### config.mk
export PLATFORM = sky130hd
export DESIGN_NAME = div_serial_flat
export DESIGN_NICKNAME = d
export VERILOG_FILES = /design/src/rtl/div_serial_pkg.sv /design/src/rtl/div_serial_if.sv /design/src/rtl/div_serial.sv /design/src/flat_wrapper.sv
export SDC_FILE = /design/constraint.sdc
export NUM_CORES = 1
export LEC_CHECK = 0
export CORE_MARGIN = 2
export CORE_UTILIZATION = 57
export CTS_CLUSTER_DIAMETER = 40
export DETAILED_ROUTE_END_ITERATION = 10
export HOLD_SLACK_MARGIN = 0.08
export PLACE_DENSITY = 0.82
export SYNTH_ARGS = -nofsm -noshare
export SYNTH_HDL_FRONTEND = slang
export SYNTH_SLANG_ARGS = --single-unit
export TNS_END_PERCENT = 5
### constraint.sdc
create_clock -name clk -period 6.1 [get_ports clk]
set_input_delay 0.61 -clock clk [delete_from_list [all_inputs] [get_ports clk]]
set_output_delay 0.61 -clock clk [all_outputs]
set_load 0.1 [all_outputs]
### src/rtl/div_serial_pkg.sv
// Shared state encoding and handshake constants for the serial divider.
package div_serial_pkg;

    typedef enum logic [1:0] {
        DivFree   = 2'b00,
        DivByZero = 2'b01,
        DivOn     = 2'b10,
        DivEnd    = 2'b11
    } div_state_e;

    localparam logic DivResReady    = 1'b1;
    localparam logic DivResNotReady = 1'b0;
    localparam logic DivStart       = 1'b1;
    localparam logic DivStop        = 1'b0;

endpackage

### src/rtl/div_serial_if.sv
// EX-stage divide handshake: EX is the master, the divider is the slave.
interface div_serial_if #(
    parameter int unsigned DATA_W = 32
);
    logic                signed_div_i;
    logic [DATA_W-1:0]   opdata1_i;
    logic [DATA_W-1:0]   opdata2_i;
    logic                start_i;
    logic                annul_i;
    logic [2*DATA_W-1:0] result_o;
    logic                ready_o;

    modport master (
        output signed_div_i, opdata1_i, opdata2_i, start_i, annul_i,
        input  result_o, ready_o
    );

    modport slave (
        input  signed_div_i, opdata1_i, opdata2_i, start_i, annul_i,
        output result_o, ready_o
    );
endinterface

### src/rtl/div_serial.sv
// Multi-cycle radix-2 restoring divider returning {remainder, quotient}.
// One quotient bit per clock; signed operation works on magnitudes and fixes signs at the end.
module div_serial
    import div_serial_pkg::*;
#(
    parameter int unsigned DATA_W = 32
) (
    input  logic         clk,
    input  logic         rst,
    div_serial_if.slave  bus
);

    localparam int unsigned CNT_W  = $clog2(DATA_W) + 1;
    localparam int unsigned WORK_W = 2 * DATA_W + 1;
    localparam logic [CNT_W-1:0] LAST_CNT = CNT_W'(DATA_W - 1);

    div_state_e          state_q, state_d;
    logic [CNT_W-1:0]    cnt_q, cnt_d;
    logic [WORK_W-1:0]   work_q, work_d;
    logic [DATA_W-1:0]   divisor_q, divisor_d;
    logic                neg_quo_q, neg_quo_d;
    logic                neg_rem_q, neg_rem_d;
    logic [2*DATA_W-1:0] result_q, result_d;
    logic                ready_q, ready_d;

    logic                op1_neg, op2_neg;
    logic [DATA_W-1:0]   op1_abs, op2_abs;
    logic [WORK_W-1:0]   shifted, step;
    logic [DATA_W:0]     upper, diff;
    logic [DATA_W-1:0]   quo_raw, rem_raw, quo_fin, rem_fin;

    assign op1_neg = bus.signed_div_i & bus.opdata1_i[DATA_W-1];
    assign op2_neg = bus.signed_div_i & bus.opdata2_i[DATA_W-1];
    assign op1_abs = op1_neg ? -bus.opdata1_i : bus.opdata1_i;
    assign op2_abs = op2_neg ? -bus.opdata2_i : bus.opdata2_i;

    // Partial remainder lives in the upper DATA_W+1 bits, quotient fills in from bit 0.
    assign shifted = work_q << 1;
    assign upper   = shifted[WORK_W-1:DATA_W];
    assign diff    = upper - {1'b0, divisor_q};
    assign step    = (upper >= {1'b0, divisor_q}) ? {diff, shifted[DATA_W-1:1], 1'b1} : shifted;

    assign quo_raw = step[DATA_W-1:0];
    assign rem_raw = step[2*DATA_W-1:DATA_W];
    assign quo_fin = neg_quo_q ? -quo_raw : quo_raw;
    assign rem_fin = neg_rem_q ? -rem_raw : rem_raw;

    always_comb begin
        state_d   = state_q;
        cnt_d     = cnt_q;
        work_d    = work_q;
        divisor_d = divisor_q;
        neg_quo_d = neg_quo_q;
        neg_rem_d = neg_rem_q;
        result_d  = result_q;
        ready_d   = ready_q;

        case (state_q)
            DivFree: begin
                if (bus.start_i == DivStart && !bus.annul_i) begin
                    if (bus.opdata2_i == '0) begin
                        state_d = DivByZero;
                    end else begin
                        state_d   = DivOn;
                        cnt_d     = '0;
                        work_d    = {{(DATA_W + 1){1'b0}}, op1_abs};
                        divisor_d = op2_abs;
                        neg_quo_d = op1_neg ^ op2_neg;
                        neg_rem_d = op1_neg;
                    end
                end
            end
            DivByZero: begin
                state_d  = DivEnd;
                result_d = '0;
            end
            DivOn: begin
                if (bus.annul_i) begin
                    state_d = DivFree;
                    cnt_d   = '0;
                end else begin
                    work_d = step;
                    cnt_d  = cnt_q + CNT_W'(1);
                    if (cnt_q == LAST_CNT) begin
                        state_d  = DivEnd;
                        cnt_d    = '0;
                        result_d = {rem_fin, quo_fin};
                    end
                end
            end
            DivEnd: begin
                // annul is not looked at here: EX raises it only together with dropping start.
                if (bus.start_i == DivStop) begin
                    state_d  = DivFree;
                    ready_d  = DivResNotReady;
                    result_d = '0;
                end else begin
                    ready_d = DivResReady;
                end
            end
            default: state_d = DivFree;
        endcase
    end

    always_ff @(posedge clk) begin
        if (rst) begin
            state_q   <= DivFree;
            cnt_q     <= '0;
            work_q    <= '0;
            divisor_q <= '0;
            neg_quo_q <= 1'b0;
            neg_rem_q <= 1'b0;
            result_q  <= '0;
            ready_q   <= DivResNotReady;
        end else begin
            state_q   <= state_d;
            cnt_q     <= cnt_d;
            work_q    <= work_d;
            divisor_q <= divisor_d;
            neg_quo_q <= neg_quo_d;
            neg_rem_q <= neg_rem_d;
            result_q  <= result_d;
            ready_q   <= ready_d;
        end
    end

    assign bus.result_o = result_q;
    assign bus.ready_o  = ready_q;

endmodule

### src/flat_wrapper.sv
// flat-port wrapper written by rule: the top's interface ports become plain ports
module div_serial_flat import div_serial_pkg::*;
#(
    parameter int unsigned DATA_W = 32
)
  (clk, rst, bus_signed_div_i, bus_opdata1_i, bus_opdata2_i, bus_start_i, bus_annul_i, bus_result_o, bus_ready_o);
  div_serial_if #(.DATA_W(DATA_W)) bus_i ();
  input  logic clk;
  input  logic rst;
  input wire logic [$bits(bus_i.signed_div_i)-1:0] bus_signed_div_i;
  input wire logic [$bits(bus_i.opdata1_i)-1:0] bus_opdata1_i;
  input wire logic [$bits(bus_i.opdata2_i)-1:0] bus_opdata2_i;
  input wire logic [$bits(bus_i.start_i)-1:0] bus_start_i;
  input wire logic [$bits(bus_i.annul_i)-1:0] bus_annul_i;
  output wire logic [$bits(bus_i.result_o)-1:0] bus_result_o;
  output wire logic [$bits(bus_i.ready_o)-1:0] bus_ready_o;
  assign bus_i.signed_div_i = bus_signed_div_i;
  assign bus_i.opdata1_i = bus_opdata1_i;
  assign bus_i.opdata2_i = bus_opdata2_i;
  assign bus_i.start_i = bus_start_i;
  assign bus_i.annul_i = bus_annul_i;
  assign bus_result_o = bus_i.result_o;
  assign bus_ready_o = bus_i.ready_o;
  div_serial #(.DATA_W(DATA_W)) u_core (.clk(clk), .rst(rst), .bus(bus_i));
endmodule
# After elaboration in Yosys (flattened, before gate mapping)
# Index checks and enable logic that the tools add are counted.
word_totals:
  elab_cells: 65
  register_bits: 171
classes:
  magnitude_cmp: 1
  n_reduce_logical: 11
  add_sub_neg: 6
  n_mux: 25
  bitwise_logic: 4
  n_eq_ne: 10
ops:
  columns: ["operator", "count"]
  rows:
  - ["2-to-1 mux 64 bit", 7]
  - ["one-hot mux 64 bit (3 select lines)", 1]
  - ["2-to-1 mux 32 bit", 4]
  - ["negator 32 bit", 4]
  - ["one-hot mux 64 bit (2 select lines)", 1]
  - [">= comparator 33 x 32 -> 1 bit", 1]
  - ["logical NOT 32 bit", 1]
  - ["subtractor 32 bit", 1]
  - ["2-to-1 mux 6 bit", 4]
  - ["one-hot mux 6 bit (2 select lines)", 1]
  - ["2-to-1 mux 2 bit", 5]
  - ["AND reduction 3 bit", 3]
  - ["one-hot mux 2 bit (4 select lines)", 1]
  - ["AND reduction 4 bit", 2]
  - ["adder 6 x 1 -> 6 bit, second input constant", 1]
  - ["== test 6 x 5 -> 1 bit, second input constant", 1]
  - ["!= test 2 bit, second input constant", 3]
  - ["== test 2 bit, second input constant", 2]
  - ["!= test 2 x 1 -> 1 bit, second input constant", 2]
  - ["!= test 3 x 2 -> 1 bit, second input constant", 1]
  - ["nonzero test 3 bit", 1]
  - ["AND 1 bit", 2]
  - ["== test 2 x 1 -> 1 bit, second input constant", 1]
  - ["logical NOT 2 bit", 1]
  - ["6 further kinds", 6]

# Depth between registers and ports, before layout
# Gate-level depths: netlist of the first run.
depth:
  word_depth: 7
  depth_mapped: 24
  depth_no_buf: 20

# Worst setup path after synthesis of the first run
# No wires, ideal clock.
synth_path:
  path_kind: "reg-to-reg"
  from: "reg u_core.divisor_q[6]"
  to: "reg u_core.result_q[62], in the netlist u_core.bus.result_o[62]"
  synth_period_minus_slack_ps: 4807
  stages_incl_launch_ff: 24
  path_buffers: 4
  arrival_time_ps: 4679
  slack_ps: 1293
  setup_ps: 128
  cell_sequence: "dfxtp_1 -> inv_1 -> ha_1 -> buf_2 -> a21oi_1 -> o21ai_0 -> nand2_1 -> a31oi_1 -> o2111ai_1 -> nand3_1 -> buf_2 -> buf_2 -> clkbuf_1 -> a21oi_1 -> inv_1 -> ha_1 -> inv_1 -> nor4_1 -> nand3_1 -> nor4_1 -> o221ai_1 -> o41ai_1 -> xor2_1 -> o21ai_0"
synth_between:
  elab_chain_len: 7
  elab_cells_between_ends: 8
  classes_between: "add/sub (2); order compare (1); mux (5)"
synth_lines:
  columns: ["element", "line", "rtl"]
  rows:
  - ["start: declaration", "div_serial.sv:20", "logic [DATA_W-1:0] divisor_q, divisor_d;"]
  - ["start signal: assignment", "div_serial.sv:119", "divisor_q <= divisor_d;"]
  - ["subtractor 32 bit / >= comparator 33 x 32 -> 1 bit (equally long branches)", "div_serial.sv:40, div_serial.sv:41", null]
  - ["2-to-1 mux 64 bit (*)", "div_serial.sv:41", "assign step = (upper >= {1'b0, divisor_q}) ? {diff, shifted[DATA_W-1:1], 1'b1} : shifted;"]
  - ["negator 32 bit", "div_serial.sv:46", "assign rem_fin = neg_rem_q ? -rem_raw : rem_raw;"]
  - ["2-to-1 mux 32 bit (*)", "div_serial.sv:46", null]
  - ["2-to-1 mux 64 bit (*)", "div_serial.sv:84", "if (cnt_q == LAST_CNT) begin"]
  - ["2-to-1 mux 64 bit (*)", "div_serial.sv:78", "if (bus.annul_i) begin"]
  - ["one-hot mux 64 bit (3 select lines) (*)", "div_serial.sv:58", "case (state_q)"]
  - ["end signal: assignment", "div_serial.sv:122", "result_q <= result_d;"]
  - ["end: declaration", "div_serial.sv:23", "logic [2*DATA_W-1:0] result_q, result_d;"]
# Mark *: on every way between the ends. The rest lies on a longest branch, timed or not. The select of a mux whose other input is x is not followed.
# A chain may end at the register's enable or synchronous reset.

# Worst setup path in the final report of the first run
layout_path:
  from: "reg u_core.work_q[32]"
  to: "reg u_core.result_q[62], in the netlist u_core.bus.result_o[62]"
layout_between:
  elab_chain_len: 7
  elab_cells_between_ends: 8
  classes_between: "add/sub (2); order compare (1); mux (5)"
layout_lines:
  columns: ["element", "line", "rtl"]
  rows:
  - ["start: declaration", "div_serial.sv:19", "logic [WORK_W-1:0] work_q, work_d;"]
  - ["start signal: assignment", "div_serial.sv:118", "work_q <= work_d;"]
  - ["subtractor 32 bit / >= comparator 33 x 32 -> 1 bit (equally long branches)", "div_serial.sv:40, div_serial.sv:41", null]
  - ["2-to-1 mux 64 bit (*)", "div_serial.sv:41", null]
  - ["negator 32 bit", "div_serial.sv:46", null]
  - ["2-to-1 mux 32 bit (*)", "div_serial.sv:46", null]
  - ["2-to-1 mux 64 bit (*)", "div_serial.sv:84", null]
  - ["2-to-1 mux 64 bit (*)", "div_serial.sv:78", null]
  - ["one-hot mux 64 bit (3 select lines) (*)", "div_serial.sv:58", null]
# Marks and branches as above.

==> run_results.csv, run 1 <==
group,metric,value,unit
sta,fin_skew,0.0138,ns
setup_path,reg2reg_depth,17,
sta,hold_viol,0,
place,dpl_cell_area,12800,sq um
floorplan,die-area,21200,sq um
sta,worst_slew_pin_slew,1.05,ns
setup_path,crit_start,"u_core.work_q[32]",
finish,final_cell_area,13400,sq um
synth,yosysTopAreaCell,"dfxtp_1",
place,port_buffers,133,
synth,syn_area,11400,sq um
grt,grt_pass1_wl,54300,um
setup_path,path_buf_inv,1,
pwr,vdd_drop_max,155,uV
finish,nets,1705,
sta,tns,0,ns
grt,overflow,0,
clocking,ctsResizeCount,0,
run,max_cap_viol_count,0,
sta,rsz0062_at_grt,"no",
drt,route.detailed.drc,0,
finish,n_antenna_cell,0,
clocking,root_buffer,"clkbuf_16",
synth,ys_types,73,
place,dp.cells,1844,
synth,ys_seq_area_share,30.0,%
sta,setup_viol,0,
floorplan,die_h,146,um
clocking,clk_pin_slew_worst_paths,0.08,ns
drt,routedWlPerCell,18.3,um
setup_path,start_kind,"flop",
synth,syn-num-nets,1632,
setup_path,cp-end-kind,"flop",
drt,vias,11600,
outcome,outcome,"finished, final reports clean",
setup_path,cp.depth,17,
clocking,cts_tree,"built",
synth,synth-main-ff-cell,"dfxtp_1",
grt,grt_max_degree,87,
pwr,power_density,272,nW/um^2
sta,whs,0.452,ns
setup_path,r2r_slack,0.96,ns
synth,synth_area_per_cell,7.49,sq um
drt,dr.pass1.iters,6,
clocking,clkLatencyLatePin,0.44,ns
drt,drt-total-wl,34400,um
clocking,cts_buffers,17,
sta,finalCritPeriodShare,84.3,%
clocking,clock-sinks,171,
floorplan,coreArea,19600,sq um
setup_path,rr_endpoint,"u_core.bus.result_o[62]",
finish,num-fill-cells,1709,
grt,grt_pass1_vias,10300,
setup_path,cp_data_arrival_time,5.46,ns
setup_path,critPathMaxStageDelay,0.49,ns
floorplan,design.portCount,134,
floorplan,die_w,146,um
finish,stdcell_count,1876,
setup_path,reg2reg_from,"u_core.work_q[32]",
clocking,ctsHoldBuffers,0,
setup_path,worstPathRequired,6.42,ns
sta,period_minus_slack,5.14,ns
pwr,p_leak,4.93,nW
synth,synth_area_leaders,"dfxtp_1, nor2_1, nand2_1",
floorplan,rows,51,
synth,ys_warn_count,0,
grt,grt_usage,31.5,%
clocking,cts_max_path_buffers,2,
synth,synth-seq-cells,171,
clocking,htree_levels,4,
place,hpwl,25500,um
setup_path,worstPathMaxFanout,12,
synth,yosys.area.top_type_share,30.0,%
floorplan,start_util,58.3,%
drt,ant_nets,0,
sta,slew-limit-headroom,29.8,%
finish,layout-drive-gt1-share,5.21,%
place,place.gp.congestion,0.976,
drt,drtIter0Drc,1141,
sta,final_max_slew_viol_count,0,
drt,via_per_inst,6.17,
synth,ys_async_sr_fraction,0,%
synth,synth_cells,1525,
setup_path,crit_chain,"ha_1 -> nor2b_1 -> o31a_1 -> o211ai_1 -> a31oi_1 -> o2111ai_1 -> nand3_2 -> mux2i_1 -> ha_1 -> inv_1 -> nor4_1 -> nand3_1 -> nor4_1 -> o221ai_1 -> o41ai_1 -> xor2_1 -> o21ai_0",
setup_path,path_class,"flop to flop",
sta,fmax,0.194,GHz
synth,synth-edff-count,0,
hold_path,hp-class,"flop to flop",
pwr,total_power,3.64,mW
finish,area_growth,17.3,%
grt,antenna_found_initial,0,
setup_path,setup.worst_path.end,"u_core.bus.result_o[62]",
setup_path,cp_top_family,"compound AO/OA/AOI/OAI gates",
clocking,post_cts_buffers,0,
setup_path,critPathSlowestCell,"dfxtp_1",
==> registers in the layout (all words and copies together) (netlist names) <==
| register | flops |
|---|---|
| u_core.neg_rem_q | 1 |
| u_core.cnt_q | 6 |
| u_core.neg_quo_q | 1 |
| u_core.divisor_q | 32 |
| u_core.work_q | 64 |
| u_core.bus.result_o | 64 |
| u_core.bus.ready_o | 1 |
| u_core.state_q | 2 |
==> per-stage QoR <==
stage	utilization [%]	worst slack (ns)
2_1_floorplan	-	1.29
3_5_place_dp	65.4	1.14
5_1_grt	68.4	0.371
3_3_place_gp	65.4	1.26
4_1_cts	68.4	1.12
6_report	68.4	0.958
==> worst register-to-register path, stage by stage (launching register included) <==
cell	delay (ns)
dfxtp_1	0.49
ha_1	0.30
nor2b_1	0.16
o31a_1	0.31
o211ai_1	0.22
a31oi_1	0.15
o2111ai_1	0.34
nand3_2	0.33
mux2i_1	0.37
ha_1	0.25
inv_1	0.09
nor4_1	0.46
nand3_1	0.17
nor4_1	0.47
o221ai_1	0.28
o41ai_1	0.38
xor2_1	0.17
o21ai_0	0.08
==> Yosys cell counts, drive strengths merged (7+ instances only) <==
library cell  instances
nor2                205
nand2               177
dfxtp               171
a21oi               112
o21ai               107
clkbuf               74
xnor2                71
xor2                 64
inv                  51
a22oi                49
ha                   37
a211oi               35
nor3                 34
o211ai               33
mux2i                24
o31ai                24
nand3                22
or3                  22
nor4                 21
buf                  20
or2                  13
o41ai                12
a21o                 11
nand4                11
or4                  11
and2                 10
nand2b               10
a31oi                 9
nor2b                 7
o21a                  7
==> cell type report <==
class                           count  area (sq um)  area share (%)
Multi-Input combinational cell   1209          7430            55.4
Sequential cell                   171          3420            25.5
Timing Repair Buffer              148          1440            10.8
Clock buffer                       18           439            3.28
Tap cell                          265           332            2.47
Inverter                           51           191            1.43
Clock inverter                     14           148            1.10
==> logic make-up after synthesis <==
family / Yosys count / synth area share, %
AO/OA/AOI/OAI: 442 / 24.9
XOR/XNOR: 135 / 10.3
adder cells (fa/ha/maj): 38 / 4.23
buffers and inverters: 145 / 5.25
flip-flops: 171 / 30.0
multiplexers: 30 / 2.69
AND/OR/NAND/NOR: 564 / 22.6
==> how the worst min path moves through the flow <==
| stage | from | end | slack, ns | cells past startpoint |
|---|---|---|---|---|
| after detailed placement | u_core.bus.result_o[17] | u_core.bus.result_o[17] | 0.44 | 2 |
| after CTS | u_core.divisor_q[30] | u_core.divisor_q[30] | 0.46 | 2 |
| after global placement | u_core.bus.result_o[57] | u_core.bus.result_o[57] | 0.44 | 2 |
| after global routing | u_core.bus.result_o[31] | u_core.bus.result_o[31] | 0.49 | 2 |
| after floorplan | u_core.divisor_q[30] | u_core.divisor_q[30] | 0.43 | 2 |
| final | u_core.bus.result_o[17] | u_core.bus.result_o[17] | 0.45 | 2 |
==> routing by layer <==
metal / share of wire [%] / GRT usage [%] / wire length [um] / up-vias
met5: 0 / 0 / 0 / -
met4: 1.9 / 9.07 / 642 / 0
met3: 9.0 / 5.11 / 3110 / 56
met2: 44 / 49.2 / 15000 / 556
met1: 45 / 45.0 / 15600 / 5377
li1: - / - / - / 5592
==> cell usage in the layout, fill, tap and decap left out, types with 21 or more instances in the layout <==
cell             synthesis  final
nor2_1                 205    204
nand2_1                177    177
dfxtp_1                171    171
clkdlybuf4s50_1          0    132
a21oi_1                112    111
o21ai_0                102    102
xnor2_1                 71     71
xor2_1                  64     64
inv_1                   51     51
a22oi_1                 49     49
ha_1                    37     37
a211oi_1                35     35
nor3_1                  34     34
o211ai_1                33     33
mux2i_1                 24     24
o31ai_1                 24     24
nand3_1                 22     21
or3_1                   21     21
==> where the power goes <==
group,total [mW],internal [mW],switching (mW)
Combinational,1.31,0.461,0.849
Clock,1.08,0.557,0.526
Sequential,1.25,1.17,0.0735
Total,3.64,2.19,1.45
No activity file was read; power rests on OpenSTA's default activity.
==> run 2: changes to the inputs <==
==> constraint.sdc (replaced) <==
create_clock -name clk -period 4.93 [get_ports clk]
set_input_delay 0.493 -clock clk [delete_from_list [all_inputs] [get_ports clk]]
set_output_delay 0.493 -clock clk [all_outputs]
set_load 0.1 [all_outputs]
==> run 2 against run 1 <==
Global-route usage is 0.66 points higher. Total power rose by 26%. Sequential share of layout area is 0.38 points lower. Clock-buffer cell count is 1 lower. Design area increased by 1.6%. Sequential power rose by 24%. Register-to-register slack got worse by 0.72 ns. Clock skew fell by 0.0023 ns. Utilization rose by 1.1 points.
==> run_results.csv, run 2 (synthesis results as in run 1) <==
group,metric,value,unit
hold_path,worstHoldStart,"u_core.bus.result_o[53]",
finish,regArea,3430,sq um
clocking,cts_max_path_buffers,2,
drt,drt-total-wl,34600,um
setup_path,cp-end-kind,"flop",
place,port_buffers,133,
drt,vias,11700,
floorplan,die_w,146,um
setup_path,r2r_slack,0.23,ns
finish,num-fill-cells,1621,
grt,grt_pass1_wl,56100,um
clocking,cts_tree,"built",
floorplan,design.portCount,134,
finish,n_antenna_cell,0,
clocking,clock-sinks,171,
hold_path,hp-class,"flop to flop",
clocking,htree_levels,4,
clocking,ctsHoldBuffers,0,
drt,route.detailed.drc,0,
finish,area_growth,19.2,%
grt,grt_usage,32.1,%
drt,via_per_inst,6.20,
drt,routedWlPerCell,18.3,um
pwr,p_leak,5.01,nW
grt,grt_max_degree,109,
sta,finalCritPeriodShare,95.3,%
sta,hold_viol,0,
grt,antenna_found_initial,0,
finish,nets,1720,
finish,layout_common_cells,"nor2_1, nand2_1, dfxtp_1, clkdlybuf4s50_1, a21oi_1",
finish,mostFrequentLayoutCell,"nor2_1",
setup_path,worstPathMaxFanout,7,
place,place.gp.congestion,0.969,
setup_path,cp_data_arrival_time,4.98,ns
sta,fin_skew,0.0115,ns
setup_path,worstPathRequired,5.22,ns
place,dp.cells,1855,
clocking,root_buffer,"clkbuf_16",
place,hpwl,25700,um
setup_path,start_kind,"flop",
clocking,cts_buffers,17,
grt,grt_pass1_vias,10600,
pwr,power_density,337,nW/um^2
pwr,vdd_drop_max,236,uV
sta,period_minus_slack,4.70,ns
drt,dr.pass1.iters,5,
floorplan,rows,51,
floorplan,coreArea,19600,sq um
clocking,clkLatencyLatePin,0.44,ns
run,max_cap_viol_count,0,
sta,fmax,0.213,GHz
outcome,outcome,"finished, final reports clean",
finish,multi_input_area,7500,sq um
setup_path,crit_start,"u_core.divisor_q[1]",
sta,slew-limit-headroom,24.4,%
floorplan,die-area,21200,sq um
drt,drtIter0Drc,1409,
sta,worst_slew_pin_slew,1.13,ns
grt,overflow,0,
pwr,total_power,4.59,mW
setup_path,path_class,"flop to flop",
floorplan,die_h,146,um
sta,final_max_slew_viol_count,0,
setup_path,reg2reg_from,"u_core.divisor_q[1]",
sta,setup_viol,0,
clocking,clk_pin_slew_worst_paths,0.07,ns
drt,ant_nets,0,
finish,stdcell_count,1891,
finish,layout-drive-gt1-share,6.64,%
floorplan,start_util,58.3,%
run 2: changes by cell type in the layout (fill, tap and decap cells not counted), moves of 2 or more:
| cell | delta |
|---|---|
| o41ai_1 | -2 |
| dfxtp_2 | +2 |
| clkinv_4 | -3 |
| clkinvlp_4 | +3 |
| inv_8 | -2 |
| dfxtp_1 | -2 |
| o41ai_2 | +2 |
| buf_4 | +14 |
run 2: area by class of cell:
class | count | area share [%]
clock buffers | 17 | 3.12
clock inverters | 15 | 1.30
inverters | 51 | 1.41
multi-input cells | 1209 | 55.1
flip-flops and latches | 171 | 25.2
well taps | 265 | 2.44
repair buffers | 163 | 11.5
run 2: per-layer routing:
metal | routed length, um | up-vias | GRT usage, %
met3 | 3070 | 80 | 4.89
met2 | 14900 | 629 | 49.3
met1 | 15600 | 5403 | 46.5
met4 | 1020 | 0 | 10.0
met5 | 0 | - | 0
li1 | - | 5615 | -
run 2: stage by stage:
stage               utilization (%)  TNS [ns]  setup slack (ns)  hold WS [ns]  instance area [sq um]
detailed placement             65.9         0             0.182         0.443                  12900
global route                   69.5  -0.00996          -0.00996         0.479                  13600
floorplan                         -         0             0.123         0.432                  11400
finish                         69.5         0             0.234         0.454                  13600
CTS                            69.0         0            0.0443         0.459                  13500
global placement               65.9         0             0.320         0.435                  12900
run 2: report_power, final:
| group | switching [mW] | internal (mW) | leakage [nW] |
|---|---|---|---|
| combinational | 1.06 | 0.605 | 3.35 |
| sequential | 0.0965 | 1.45 | 1.39 |
| clock | 0.649 | 0.723 | 0.277 |
run 2: worst max-delay path, cell delays in order (launching register included):
cell and delay, ns:
dfxtp_1 0.33, inv_1 0.08, ha_1 0.32, nor2b_1 0.16
o31a_1 0.36, o211ai_1 0.27, a31oi_2 0.18, o2111ai_2 0.34
nand3_4 0.19, inv_1 0.15, ha_1 0.19, or3b_2 0.47
or2_2 0.32, inv_1 0.06, nand2_1 0.14, o41ai_1 0.46
nand2_1 0.13, xor2_1 0.16, a22oi_1 0.17, nor2_1 0.05
run 2: repair_timing:
action	4_1_cts	5_1_grt
setup buffers	0	4
endpoints found under the setup margin	0	12
hold endpoints to repair	0	0
gates resized for setup	0	13
run 2: worst paths after layout:
check                                  to  cells past startpoint
setup / recovery  u_core.bus.result_o[26]                     19
hold / removal    u_core.bus.result_o[53]                      2
setup reg to reg  u_core.bus.result_o[26]                     19
hold reg to reg   u_core.bus.result_o[53]                      2
